File: config.mk
export PLATFORM = sky130hd
export DESIGN_NAME = fp_alu_issue
export DESIGN_NICKNAME = d
export VERILOG_FILES = /design/src/rtl/fp_alu_pkg.sv /design/src/rtl/fp_req_fifo.sv /design/src/rtl/fp_alu_issue.sv
export SDC_FILE = /design/constraint.sdc
export NUM_CORES = 1
export LEC_CHECK = 0
export CAP_MARGIN = 15
export CORE_AREA = 4 4 184 186
export CTS_CLUSTER_SIZE = 8
export DETAILED_ROUTE_END_ITERATION = 12
export DIE_AREA = 0 0 188 190
export DONT_BUFFER_PORTS = 1
export GPL_TIMING_DRIVEN = 0
export SLEW_MARGIN = 20
export SYNTH_ARGS = -nofsm -noshare
export SYNTH_HDL_FRONTEND = slang
export SYNTH_SLANG_ARGS = --single-unit
File: constraint.sdc
create_clock -name clk -period 5.7 [get_ports clk]
set_input_delay 0.285 -clock clk [delete_from_list [all_inputs] [get_ports clk]]
set_output_delay 0.285 -clock clk [all_outputs]
set_load 0.02 [all_outputs]
File: src/rtl/fp_alu_pkg.sv
// ============================================================================
// Module   : fp_alu_pkg
// Purpose  : Opcodes, qNaN constant, request record and FSM encoding shared
//            by the fp_alu issue stage.
// Revision : 1.0 - initial release
// ============================================================================
`default_nettype none

package fp_alu_pkg;

    localparam logic [5:0] c_op_nop  = 6'd0;
    localparam logic [5:0] c_op_add  = 6'd1;
    localparam logic [5:0] c_op_sub  = 6'd2;
    localparam logic [5:0] c_op_mul  = 6'd3;
    localparam logic [5:0] c_op_div  = 6'd4;
    localparam logic [5:0] c_op_sqrt = 6'd5;
    localparam logic [5:0] c_op_cmp  = 6'd6;
    localparam logic [5:0] c_op_cvt  = 6'd7;

    localparam logic [31:0] c_qnan = 32'h7FC0_0000;

    localparam int c_req_w = 74;

    typedef struct packed {
        logic [5:0]  op;
        logic [31:0] a;
        logic [31:0] b;
        logic [3:0]  tag;
    } req_t;

    typedef enum logic [2:0] {
        c_st_idle  = 3'd0,
        c_st_issue = 3'd1,
        c_st_wait  = 3'd2,
        c_st_flush = 3'd3,
        c_st_hold  = 3'd4
    } state_t;

endpackage

`default_nettype wire

File: src/rtl/fp_req_fifo.sv
// ============================================================================
// Module   : fp_req_fifo
// Purpose  : Power-of-two request FIFO; head is visible while not empty.
// Revision : 1.0 - initial release
// ============================================================================
`default_nettype none

module fp_req_fifo #(
    parameter int DEPTH = 4,
    parameter int WIDTH = 74
) (
    input  logic             clk,
    input  logic             rst_n,
    input  logic             push,
    input  logic [WIDTH-1:0] push_data,
    input  logic             pop,
    output logic [WIDTH-1:0] head,
    output logic             full,
    output logic             empty
);

    localparam int c_ptr_w = (DEPTH > 1) ? $clog2(DEPTH) : 1;
    localparam logic [c_ptr_w:0]   c_full_cnt = (c_ptr_w + 1)'(DEPTH);
    localparam logic [c_ptr_w:0]   c_cnt_one  = (c_ptr_w + 1)'(1);
    localparam logic [c_ptr_w-1:0] c_ptr_one  = c_ptr_w'(1);

    logic [WIDTH-1:0]   r_mem [DEPTH];
    logic [c_ptr_w-1:0] r_wr_ptr;
    logic [c_ptr_w-1:0] r_rd_ptr;
    logic [c_ptr_w:0]   r_count;
    logic               w_push_ok;
    logic               w_pop_ok;

    assign full      = (r_count == c_full_cnt);
    assign empty     = (r_count == '0);
    assign head      = r_mem[r_rd_ptr];
    assign w_push_ok = push && !full;
    assign w_pop_ok  = pop && !empty;

    // Pointers wrap for free because DEPTH is a power of two.
    always_ff @(posedge clk or negedge rst_n) begin
        if (!rst_n) begin
            r_wr_ptr <= '0;
            r_rd_ptr <= '0;
            r_count  <= '0;
        end else begin
            if (w_push_ok) r_wr_ptr <= r_wr_ptr + c_ptr_one;
            if (w_pop_ok)  r_rd_ptr <= r_rd_ptr + c_ptr_one;
            case ({w_push_ok, w_pop_ok})
                2'b10:   r_count <= r_count + c_cnt_one;
                2'b01:   r_count <= r_count - c_cnt_one;
                default: r_count <= r_count;
            endcase
        end
    end

    always_ff @(posedge clk) begin
        if (w_push_ok) r_mem[r_wr_ptr] <= push_data;
    end

endmodule

`default_nettype wire

File: src/rtl/fp_alu_issue.sv
// ============================================================================
// Module   : fp_alu_issue
// Purpose  : Queues fp_alu requests, issues them one at a time with timeout
//            recovery, and returns in-order tagged responses.
// Revision : 1.0 - initial release
// ============================================================================
`default_nettype none

module fp_alu_issue
    import fp_alu_pkg::*;
#(
    parameter int DEPTH   = 4,
    parameter int TIMEOUT = 64
) (
    input  logic        clk,
    input  logic        rst_n,
    input  logic        req_valid,
    output logic        req_ready,
    input  logic [5:0]  req_op,
    input  logic [31:0] req_a,
    input  logic [31:0] req_b,
    input  logic [3:0]  req_tag,
    output logic        alu_ce,
    output logic        alu_sclr,
    output logic [5:0]  alu_operation,
    output logic [31:0] alu_a,
    output logic [31:0] alu_b,
    input  logic        alu_rdy,
    input  logic [31:0] alu_result,
    output logic        rsp_valid,
    input  logic        rsp_ready,
    output logic [31:0] rsp_result,
    output logic [3:0]  rsp_tag,
    output logic        rsp_err,
    output logic        busy,
    output logic        timeout_err
);

    localparam int c_cnt_w = (TIMEOUT > 1) ? $clog2(TIMEOUT) : 1;
    localparam logic [c_cnt_w-1:0] c_cnt_last = c_cnt_w'(TIMEOUT - 1);
    localparam logic [c_cnt_w-1:0] c_cnt_one  = c_cnt_w'(1);

    state_t              r_state;
    logic [c_cnt_w-1:0]  r_cnt;
    logic                r_alu_ce;
    logic                r_alu_sclr;
    logic [5:0]          r_op;
    logic [31:0]         r_a;
    logic [31:0]         r_b;
    logic [3:0]          r_tag;
    logic                r_rsp_valid;
    logic [31:0]         r_rsp_result;
    logic [3:0]          r_rsp_tag;
    logic                r_rsp_err;
    logic                r_timeout_err;

    logic [c_req_w-1:0]  w_head_raw;
    req_t                w_head;
    logic                w_full;
    logic                w_empty;
    logic                w_pop;

    fp_req_fifo #(
        .DEPTH (DEPTH),
        .WIDTH (c_req_w)
    ) u_fifo (
        .clk       (clk),
        .rst_n     (rst_n),
        .push      (req_valid),
        .push_data ({req_op, req_a, req_b, req_tag}),
        .pop       (w_pop),
        .head      (w_head_raw),
        .full      (w_full),
        .empty     (w_empty)
    );

    assign w_head = w_head_raw;

    // Pops only from IDLE or on the HOLD handshake, both decoded from registered state.
    assign w_pop = !w_empty &&
                   ((r_state == c_st_idle) || ((r_state == c_st_hold) && rsp_ready));

    always_ff @(posedge clk or negedge rst_n) begin
        if (!rst_n) begin
            r_state       <= c_st_idle;
            r_cnt         <= '0;
            r_alu_ce      <= 1'b0;
            r_alu_sclr    <= 1'b0;
            r_op          <= '0;
            r_a           <= '0;
            r_b           <= '0;
            r_tag         <= '0;
            r_rsp_valid   <= 1'b0;
            r_rsp_result  <= '0;
            r_rsp_tag     <= '0;
            r_rsp_err     <= 1'b0;
            r_timeout_err <= 1'b0;
        end else begin
            if (w_pop) begin
                r_op  <= w_head.op;
                r_a   <= w_head.a;
                r_b   <= w_head.b;
                r_tag <= w_head.tag;
            end
            case (r_state)
                c_st_idle: begin
                    if (!w_empty) r_state <= c_st_issue;
                end
                c_st_issue: begin
                    r_alu_ce <= 1'b1;
                    r_cnt    <= '0;
                    r_state  <= c_st_wait;
                end
                c_st_wait: begin
                    if (alu_rdy) begin
                        r_rsp_result <= alu_result;
                        r_rsp_tag    <= r_tag;
                        r_rsp_err    <= 1'b0;
                        r_rsp_valid  <= 1'b1;
                        r_alu_ce     <= 1'b0;
                        r_state      <= c_st_hold;
                    end else if (r_cnt == c_cnt_last) begin
                        r_alu_ce   <= 1'b0;
                        r_alu_sclr <= 1'b1;
                        r_state    <= c_st_flush;
                    end else begin
                        r_cnt <= r_cnt + c_cnt_one;
                    end
                end
                c_st_flush: begin
                    r_alu_sclr    <= 1'b0;
                    r_rsp_result  <= c_qnan;
                    r_rsp_tag     <= r_tag;
                    r_rsp_err     <= 1'b1;
                    r_rsp_valid   <= 1'b1;
                    r_timeout_err <= 1'b1;
                    r_state       <= c_st_hold;
                end
                c_st_hold: begin
                    if (rsp_ready) begin
                        r_rsp_valid <= 1'b0;
                        r_state     <= w_empty ? c_st_idle : c_st_issue;
                    end
                end
                default: r_state <= c_st_idle;
            endcase
        end
    end

    assign req_ready     = !w_full;
    assign busy          = !w_empty || (r_state != c_st_idle);
    assign alu_ce        = r_alu_ce;
    assign alu_sclr      = r_alu_sclr;
    assign alu_operation = r_op;
    assign alu_a         = r_a;
    assign alu_b         = r_b;
    assign rsp_valid     = r_rsp_valid;
    assign rsp_result    = r_rsp_result;
    assign rsp_tag       = r_rsp_tag;
    assign rsp_err       = r_rsp_err;
    assign timeout_err   = r_timeout_err;

endmodule

`default_nettype wire

==> flow_summary.yaml, run 1 <==
clocking:
  max-clock-path-buffers: 3
  clkLatencyLatePin_ns: 0.58
  clkSlewWorstSetupHoldPaths_ns: 0.05
  cts_sinks: 427
  cts_tree: "built"
  h-tree-depth: 2
  numCtsBuffers: 59
  cts_setup_buffers: 0
  cts_root_buf: "clkbuf_16"
cells_and_area:
  fin_util_pct: 60.02
  n_fill_cell: 2312
  layout_common_cells: "edfxtp_1 (296), dfrtp_1 (131), dlygate4sd3_1 (110)"
  regArea_um2: 12170
  final_layout_size_suffix_gt1_share_pct: 25.13
  final_common_cell: "edfxtp_1"
  multi_input_area_um2: 3480
  areaGrowthSynthToFinish_pct: 22.24
  stdcell_count: 1438
  fin_nets: 1066
  design_area_um2: 19380
detailed_routing:
  drt_iter0_markers: 374
  wire_per_inst_um: 22.82
  dr.pass1.iters: 5
  routed_wl_mm: 32.82
  drtAntennaViolNets: 0
  vias_per_cell: 5.441
  route.vias.total: 7824
  drc_errors: 0
sta:
  finalSetupViolCount: 0
  holdWs_ns: 0.06372
  slew_headroom_pct: 45.39
  finalMaxSlewViolations: 0
  worst_slack_ns: 3.024
  finClkSkew_ns: 0.01318
  fin_crit_ns: 2.676
  finalSetupTns_ns: 0
  tightestPinTransition_ns: 0.8191
  finalHoldViolCount: 0
  timing.fmax_ghz: 0.3737
  rsz0062_at_grt: "false"
  finalCritPeriodShare_pct: 46.95
logic_synthesis:
  synth-edff-count: 296
  ys.flop_type: "edfxtp_1"
  ys_seq_elements: 427
  syn-num-nets: 890
  syn_area_um2: 15850
  avgSynthCellArea_um2: 20.53
  synth-seq-area-share_pct: 76.75
  ys_async_sr_fraction_pct: 30.68
  synth_cell_types: 41
  syn_inst: 772
  ys_warn_count: 0
worst_setup_path:
  worst_setup_path_startpoint: "r_state[0]"
  reg2reg_from: "r_state[0]"
  r2r-end: "u_fifo.r_count[2]"
  rrSetupSlack_ns: 3.02
  cp-end-kind: "flip-flop"
  reg2regPathDepth: 11
  cp.arrival_ns: 3.18
  timing_worst_setup_path_type: "reg -> reg"
  cp-start-kind: "flip-flop"
  worstPathRequired_ns: 6.20
  crit_fanout: 10
grt:
  antenna_found_initial: 3
  grt_pass1_vias: 8593
  overflow: 0
  grt_max_degree: 132
  grt_pass1_wl_mm: 50.79
  grt_usage_pct: 18.63
floorplanning:
  core-area_um2: 32290
  die_w_um: 188
  die_height_um: 190
  dieArea_um2: 35720
  rows: 66
  start_util_pct: 49.10
  num_io_pins: 224
min_path:
  worstHoldEndpoint: "r_state[0]"
  holdPathStages: 3
  min_from: "rsp_ready"
  min_path_type: "in -> reg"
power_and_ir_drop:
  p_leak_nw: 6.959
  power_mw: 11.06
  p_clk_share_pct: 28.8
  ir_drop_uv: 311.9
  internal_power_mw: 7.598
  seqPwrFrac_pct: 46.8
  pwr_density_cell_nw_per_um2: 570.6
  p_sw_mw: 3.460
  pwr-share-comb_pct: 24.4
  swShare_pct: 31.29
job:
  max_cap_viol_count: 0
place:
  place_hpwl_mm: 19.72
  pre_cts_slack_ns: 3.000
  gp_congestion: 0.7898
  dpl_cell_area_um2: 16540
  dp_cells: 1218
  io_buffers: 0
run_status:
  outcome: "complete, no violations"
## timing repair
action                                 CTS  global route
resized for setup                        0             0
endpoints found under the hold margin  466             0
hold buffers                           111             0
## logic make-up after synthesis
kind of cell	after synthesis	share of synthesized area (%)
and+or+nand+nor	87	2.691
xor gates and xnor gates	8	0.4420
DFF	427	76.75
muxes	158	16.44
AOI/OAI and AO/OA	36	1.650
adders and majority gates	7	0.5998
buffers and inverters	49	1.429
## cell usage after synthesis (2+ instances only)
library cell | number | area share (%)
o22ai_1 | 3 | 0.12
mux4_2 | 74 | 11
buf_4 | 5 | 0.24
a21oi_1 | 10 | 0.32
buf_2 | 18 | 0.57
nor2_1 | 7 | 0.17
dfrtp_1 | 131 | 21
edfxtp_1 | 296 | 56
ha_1 | 6 | 0.47
a22o_1 | 17 | 0.94
xnor2_1 | 5 | 0.28
nand4_1 | 3 | 0.12
or4_1 | 2 | 0.095
nand3_1 | 13 | 0.41
mux2_2 | 79 | 5.6
and3_1 | 5 | 0.20
nand2b_1 | 2 | 0.079
o211ai_1 | 2 | 0.095
xor2_1 | 3 | 0.17
clkbuf_1 | 15 | 0.36
mux2i_1 | 5 | 0.32
inv_1 | 10 | 0.24
nand2_1 | 43 | 1.0
## power by group through the flow
stage,sequential (mW),clock (mW),combinational (mW)
final,5.18,3.19,2.69
after global routing,5.26,3.44,2.95
after CTS,5.19,3.27,2.77
after detailed placement,5.25,0,2.65
after global placement,5.27,0,2.49
after floorplan,5.06,0,2.03
## how the worst max path moves through the flow
| stage | cells after the start | to |
|---|---|---|
| floorplan | 2 | u_fifo.r_mem[0][0] |
| global placement | 2 | u_fifo.r_mem[0][50] |
| detailed placement | 11 | u_fifo.r_count[2] |
| CTS | 11 | u_fifo.r_count[2] |
| finish | 11 | u_fifo.r_count[2] |
| global route | 11 | u_fifo.r_count[2] |
## sequential cells by signal, summed over array words and instances (netlist names)
register,flops
rsp_tag,4
u_fifo.r_mem,296
u_fifo.r_rd_ptr,2
u_fifo.r_wr_ptr,2
alu_b,32
timeout_err,1
alu_operation,6
alu_sclr,1
u_fifo.r_count,3
r_state,3
rsp_result,32
r_cnt,6
alu_ce,1
alu_a,32
rsp_valid,1
r_tag,4
rsp_err,1
## worst max-delay path, cell delays in order, from the launching register on
cell     delay, ns
dfrtp_1       0.40
buf_2         0.19
nor2_1        0.19
nand3_1       0.30
buf_2         0.32
inv_1         0.09
ha_1          0.18
inv_1         0.07
fa_1          0.43
xor2_1        0.15
nor2_1        0.11
xor2_1        0.17
## final cells by class
cell class                 count  share of cell area, %
antenna                        1                0.01291
buffer                        39                 0.9749
clock buffer                 106                  8.639
clock inverter                 2                 0.1937
inverter                      10                 0.1937
multi-input combinational    296                  17.96
sequential                   427                  62.78
tap                          442                  2.854
timing repair buffer         115                  6.392
## layer usage
metal / part of all wire (%) / vias up / global-route usage [%] / routed length (um)
li1: - / 3422 / - / -
met1: 37 / 4064 / 21.35 / 12200
met2: 53 / 278 / 33.22 / 17310
met3: 8.2 / 56 / 6.275 / 2675
met4: 1.9 / 4 / 5.872 / 613
met5: 0.082 / - / 0 / 27
Note: power is estimated with default switching activity, not from simulation.
==> inputs of run 2 (changes only) <==
- PLACE_DENSITY: not set -> 0.67
- clock period: 5.7 -> 2.2 ns (I/O delays scaled with it)
==> run 2 against run 1 <==
  * The flow now finishes with violations (hold timing)
  * Worst setup slack got worse by 3.0 ns
  * Global-route usage fell by 0.52 points
  * Routed wire length fell by 3.1%
  * First-iteration DRC count fell by 11%
  * Non-clock buffer count did not move
  * Clock-buffer cell count fell by 1
  * Worst hold slack got worse by 0.85 ns
  * Largest power group unchanged
  * Highest routed layer unchanged
==> flow_summary.yaml, run 2 (synthesis results as in run 1) <==
clocking:
  clkLatencyLatePin_ns: 0.61
  cts_sinks: 427
  max-clock-path-buffers: 3
  numCtsBuffers: 59
  cts_root_buf: "clkbuf_16"
  h-tree-depth: 2
  cts_hold_buf: 110
  clkSlewWorstSetupHoldPaths_ns: 0.05
  cts_tree: "built"
job:
  max_cap_viol_count: 0
cells_and_area:
  fin_nets: 1066
  areaGrowthSynthToFinish_pct: 22.88
  final_common_cell: "edfxtp_1"
  diodes: 0
  largest_reg_flops: 296
  layout_common_cells: "edfxtp_1 (296), dfrtp_1 (131), dlygate4sd3_1 (110)"
  top_register: "u_fifo.r_mem"
  final_layout_size_suffix_gt1_share_pct: 26.31
sta:
  finalMaxSlewViolations: 0
  timing.fmax_ghz: 0.4681
  holdWs_ns: -0.7904
  finalSetupViolCount: 0
  finalCritPeriodShare_pct: 97.11
  fin_crit_ns: 2.136
  finClkSkew_ns: 0.01975
  finalHoldViolCount: 131
  slew_headroom_pct: 46.60
  tightestPinTransition_ns: 0.8010
  finalSetupTns_ns: 0
run_status:
  violations: "hold timing"
  outcome: "finished with violations"
worst_setup_path:
  cp-start-kind: "flip-flop"
  cp-end-kind: "flip-flop"
  slowest_delay_ns: 0.40
  crit_fanout: 10
  crit_buf_inv: 4
  cp.arrival_ns: 2.65
  critical_path.cell_chain: "buf_4 -> nor2_4 -> nand3_4 -> buf_8 -> inv_1 -> ha_4 -> inv_2 -> fa_2 -> xor2_1 -> nor2_1 -> xor2_1"
  crit_top_cell: "xor2_1"
  crit_slowest_cell: "dfrtp_1"
  path_delay_family: "buffers and inverters"
  worstPathRequired_ns: 2.72
  worst_setup_path_startpoint: "r_state[0]"
  reg2reg_from: "r_state[0]"
  timing_worst_setup_path_type: "reg -> reg"
floorplanning:
  die_w_um: 188
  die_height_um: 190
  rows: 66
  num_io_pins: 224
  core-area_um2: 32290
  start_util_pct: 49.10
  dieArea_um2: 35720
detailed_routing:
  wire_per_inst_um: 22.12
  vias_per_cell: 5.339
  drtAntennaViolNets: 0
  routed_wl_mm: 31.81
  drt_iter0_markers: 333
  wl_met1_mm: 12.48
  wl_met3_mm: 2.703
  drc_errors: 0
  dr.pass1.iters: 7
  wl_met2_mm: 15.76
  dr.max_layer_used: "met5"
  route.vias.total: 7678
power_and_ir_drop:
  seqPwrFrac_pct: 46.3
  p_clk_share_pct: 29.1
  pwr-share-comb_pct: 24.6
  ir_drop_uv: 889.2
  internal_power_mw: 19.90
  power_mw: 28.85
  swShare_pct: 31.02
  p_leak_nw: 6.995
  p_sw_mw: 8.948
  pwr_density_cell_nw_per_um2: 1481
grt:
  antenna_found_initial: 1
  grt_usage_pct: 18.11
  grt_pass1_vias: 8532
  grt_pass1_wl_mm: 49.71
  overflow: 0
  grt_max_degree: 132
place:
  io_buffers: 0
  gp_congestion: 0.7197
  place_hpwl_mm: 18.42
min_path:
  min_path_type: "in -> async"
-- run 2: cell type report --
cell class	instances	area, um^2
clock buffers	105	1649
flip-flops and latches	427	12170
multi-input cells	296	3528
clock inverters	4	98.84
well taps	442	553.0
fillers	2285	12810
plain buffers	38	215.2
repair buffers	116	1231
inverters	10	37.54
-- run 2: power groups by stage --
| stage | Sequential, mW | Combinational [mW] | Clock (mW) |
|---|---|---|---|
| final | 13.4 | 7.11 | 8.38 |
| after global routing | 13.6 | 7.79 | 9.03 |
| after CTS | 13.4 | 7.18 | 8.63 |
| after detailed placement | 13.5 | 6.86 | 0 |
| after global placement | 13.5 | 6.54 | 0 |
| after floorplan | 13.1 | 5.27 | 0 |
-- run 2: final timing paths --
kind                                  endpoint  slack, ns  cells after the start
setup / recovery             u_fifo.r_count[2]       0.06                     11
hold / removal                        alu_a[3]      -0.79                      0
setup reg to reg             u_fifo.r_count[2]       0.06                     11
hold reg to reg                     rsp_tag[3]       0.49                      1
max in group asynchronous             alu_b[3]       2.76                      0
min in group clk           u_fifo.r_mem[2][49]       0.05                      1
-- run 2: stage by stage --
step / setup WS (ns) / cell area [um^2] / util, % / instances / hold slack, ns
finish: 0.06351 / 19480 / 60.33 / 1438 / -0.7904
global route: -0.03686 / 19480 / 60.33 / 1438 / -0.8296
CTS: -0.1096 / 19430 / 60.18 / 1438 / -0.8422
detailed placement: -0.4302 / 16550 / 51.26 / 1219 / -0.1823
global placement: -0.7148 / 16410 / 50.83 / 1214 / -0.1810
floorplan: 0.01256 / 15860 / - / 772 / -0.1856
-- run 2: metal layers --
metal  GRT usage (%)  vias up
met5               0        -
met1           21.75     3957
met2           30.10      243
met4           6.776        2
li1                -     3414
met3           6.844       62
-- run 2: timing repair --
item | 4_1_cts | 5_1_grt
gates resized for setup | 9 | 17
gates cloned | 0 | 0
buffers inserted | 1 | 0
endpoints found under the setup margin | 52 | 35
hold endpoints to repair | 491 | 131
pin swaps | 1 | 6
==> inputs of run 3 (changes only) <==
- ABC_AREA: not set -> 1
- CAP_MARGIN: 15 -> 20
- CORE_AREA: 4 4 184 186 -> 4 4 187 189
- DIE_AREA: 0 0 188 190 -> 0 0 191 193
- GPL_TIMING_DRIVEN: 0 -> not set
==> run 3 against run 2 <==
  * The run still ends with hold timing left
  * Design area rose by 3.3%
  * First-iteration DRC count is 76% higher
  * Sequential cell count stayed put
  * Worst setup slack better by 0.073 ns
  * Sequential power about the same
  * Via count up 37%
  * Clock-buffer cell count increased by 1
  * Clock power fell by 2%
  * Utilization grew 0.10 points
  * Register-to-register slack better by 0.07 ns
  * Area after synthesis grew 3.5%
  * Highest routed layer unchanged
==> flow_summary.yaml, run 3 <==
worst_setup_path:
  cp.arrival_ns: 2.56
  crit_top_cell: "buf_4"
  critical_path.cell_chain: "buf_4 -> nor2_4 -> nand2_2 -> inv_2 -> buf_4 -> nand3_1 -> dlygate4sd3_1 -> nand2_1"
  crit_fanout: 23
  path_delay_family: "buffers and inverters"
  rrSetupSlack_ns: 0.14
  timing_worst_setup_path_type: "reg -> reg"
  cp-end-kind: "flip-flop"
  worstPathRequired_ns: 2.70
  crit_buf_inv: 4
  cp-start-kind: "flip-flop"
  crit_slowest_cell: "dlygate4sd3_1"
  slowest_delay_ns: 0.61
detailed_routing:
  wire_per_inst_um: 18.17
  vias_per_cell: 5.182
  route.vias.total: 10551
  drtAntennaViolNets: 0
  drc_errors: 0
  routed_wl_mm: 36.99
  drt_iter0_markers: 585
  dr.pass1.iters: 5
floorplanning:
  num_io_pins: 224
  core-area_um2: 33280
  rows: 67
  start_util_pct: 49.32
  die_height_um: 193
  dieArea_um2: 36860
  die_w_um: 191
cells_and_area:
  final_common_cell: "nand2_1"
  design_area_um2: 20110
  fin_nets: 1657
  fin_util_pct: 60.43
  areaGrowthSynthToFinish_pct: 22.54
  layout_common_cells: "nand2_1 (524), edfxtp_1 (296), a21oi_1 (213)"
  top_register: "u_fifo.r_mem"
  largest_reg_flops: 296
  final_layout_size_suffix_gt1_share_pct: 6.877
sta:
  slew_headroom_pct: 60.39
  rsz0062_at_grt: "false"
  finClkSkew_ns: 0.01580
  worst_slack_ns: 0.1367
  holdWs_ns: -0.7628
  finalSetupViolCount: 0
  tightestPinTransition_ns: 0.5941
  finalSetupTns_ns: 0
  finalMaxSlewViolations: 0
  finalCritPeriodShare_pct: 93.79
  fin_crit_ns: 2.063
  timing.fmax_ghz: 0.4847
  finalHoldViolCount: 131
clocking:
  cts_hold_buf: 138
  cts_tree: "built"
  cts_root_buf: "clkbuf_16"
  h-tree-depth: 2
  clkLatencyLatePin_ns: 0.57
  clkSlewWorstSetupHoldPaths_ns: 0.05
  cts_sinks: 427
  max-clock-path-buffers: 3
  cts_resized: 0
  numCtsBuffers: 59
place:
  place_hpwl_mm: 19.02
  gp_congestion: 0.7230
  dpl_cell_area_um2: 17020
  io_buffers: 0
  pre_cts_slack_ns: 0.1959
power_and_ir_drop:
  p_leak_nw: 8.006
  pwr_density_cell_nw_per_um2: 1493
  ir_drop_uv: 925.7
grt:
  grt_usage_pct: 19.92
  grt_max_degree: 132
  grt_pass1_vias: 10783
  grt_pass1_wl_mm: 58.14
  overflow: 0
  antenna_found_initial: 4
logic_synthesis:
  avgSynthCellArea_um2: 11.81
  ys.flop_type: "edfxtp_1"
  syn_area_um2: 16410
  syn_inst: 1390
  synth_commonest_cells: "nand2_1 (525), edfxtp_1 (296), a21oi_1 (213), dfrtp_1 (131), buf_2 (54)"
  ys_async_sr_fraction_pct: 30.68
  syn-num-nets: 1508
  yosys.area.top_type: "edfxtp_1"
  synth-edff-count: 296
  synth_cell_types: 28
  ys_seq_elements: 427
  netlist.area_leader.share_pct: 54.15
  synth-seq-area-share_pct: 74.13
  yosysMostFrequentCell: "nand2_1"
  synth_area_leaders: "edfxtp_1 (54%), dfrtp_1 (20%), nand2_1 (12%)"
  ys_warn_count: 0
run_status:
  outcome: "finished with violations"
  violations: "hold timing"
job:
  max_cap_viol_count: 0
min_path:
  min_path_type: "in -> async"
[run 3: cell types whose count changed after synthesis, moves of 18 or more]
cell | previous run | this run
nand2_1 | 43 | 525
buf_2 | 18 | 54
o21ai_0 | 1 | 24
nand3_1 | 13 | 38
a21oi_1 | 10 | 213
mux4_2 | 74 | 0
nor2_1 | 7 | 25
mux2_2 | 79 | 0
[run 3: final timing paths]
kind	cells after the start	from	endpoint
worst min register to register	1	u_fifo.r_count[0]	u_fifo.r_count[0]
min in group clk	3	alu_rdy	rsp_result[3]
worst min-delay path	0	rst_n	alu_a[11]
max in group asynchronous	0	rst_n	alu_b[16]
worst max-delay path	8	r_state[2]	rsp_result[13]
worst max register to register	8	r_state[2]	rsp_result[13]
[run 3: final cells by class]
class | count | area, um^2
tap | 448 | 560.5
sequential | 427 | 12170
clock buffer | 106 | 1695
antenna | 3 | 7.507
fill | 2568 | 13170
timing repair buffer | 162 | 1749
multi-input combinational | 859 | 3805
inverter | 30 | 116.4
clock inverter | 1 | 5.005
[run 3: worst reg2reg max path: cells and delay by family, from the launching register on]
kind                   cells  cell delay (ns)
buffers and inverters      4             1.14
flip-flops                 1             0.37
AND/OR/NAND/NOR            4             0.49
[run 3: where the power goes]
part	internal, mW	total, mW	switching [mW]
clock	5.10	8.23	3.12
sequential	11.0	13.4	2.40
combinational	2.83	8.42	5.59
total	18.9	30.0	11.1
[run 3: timing repair]
| action | CTS | global route |
|---|---|---|
| endpoints found under the hold margin | 480 | 131 |
| endpoints found under the setup margin | 0 | 1 |
| buffers inserted | 0 | 0 |
[run 3: routing by layer]
layer | track usage (%) | wire [um] | vias up
met2 | 33.27 | 17580 | 342
li1 | - | - | 5056
met5 | 0 | 27 | -
met1 | 25.85 | 15610 | 5077
met4 | 5.829 | 796 | 4
met3 | 5.564 | 2978 | 72
[run 3: cells by family (layout without fill, tap and decap cells)]
kind of cell,after synthesis,in the layout,share of synthesized area [%]
compound gates,249,249,7.707
other cells,0,3,0
buf+inv,104,299,3.049
simple gates,598,598,14.27
xor+xnor,5,5,0.2669
flops,427,427,74.13
fa+ha+maj,7,7,0.5793
[run 3: metrics by stage]
| stage | power [mW] | std cells | hold slack, ns |
|---|---|---|---|
| finish | 30.03 | 2036 | -0.7628 |
| global route | 32.09 | 2035 | -0.8056 |
| CTS | 30.33 | 2033 | -0.7947 |
| detailed placement | 21.56 | 1788 | -0.1800 |
| global placement | 21.31 | 1788 | -0.1802 |
| floorplan | 19.11 | 1390 | -0.1856 |
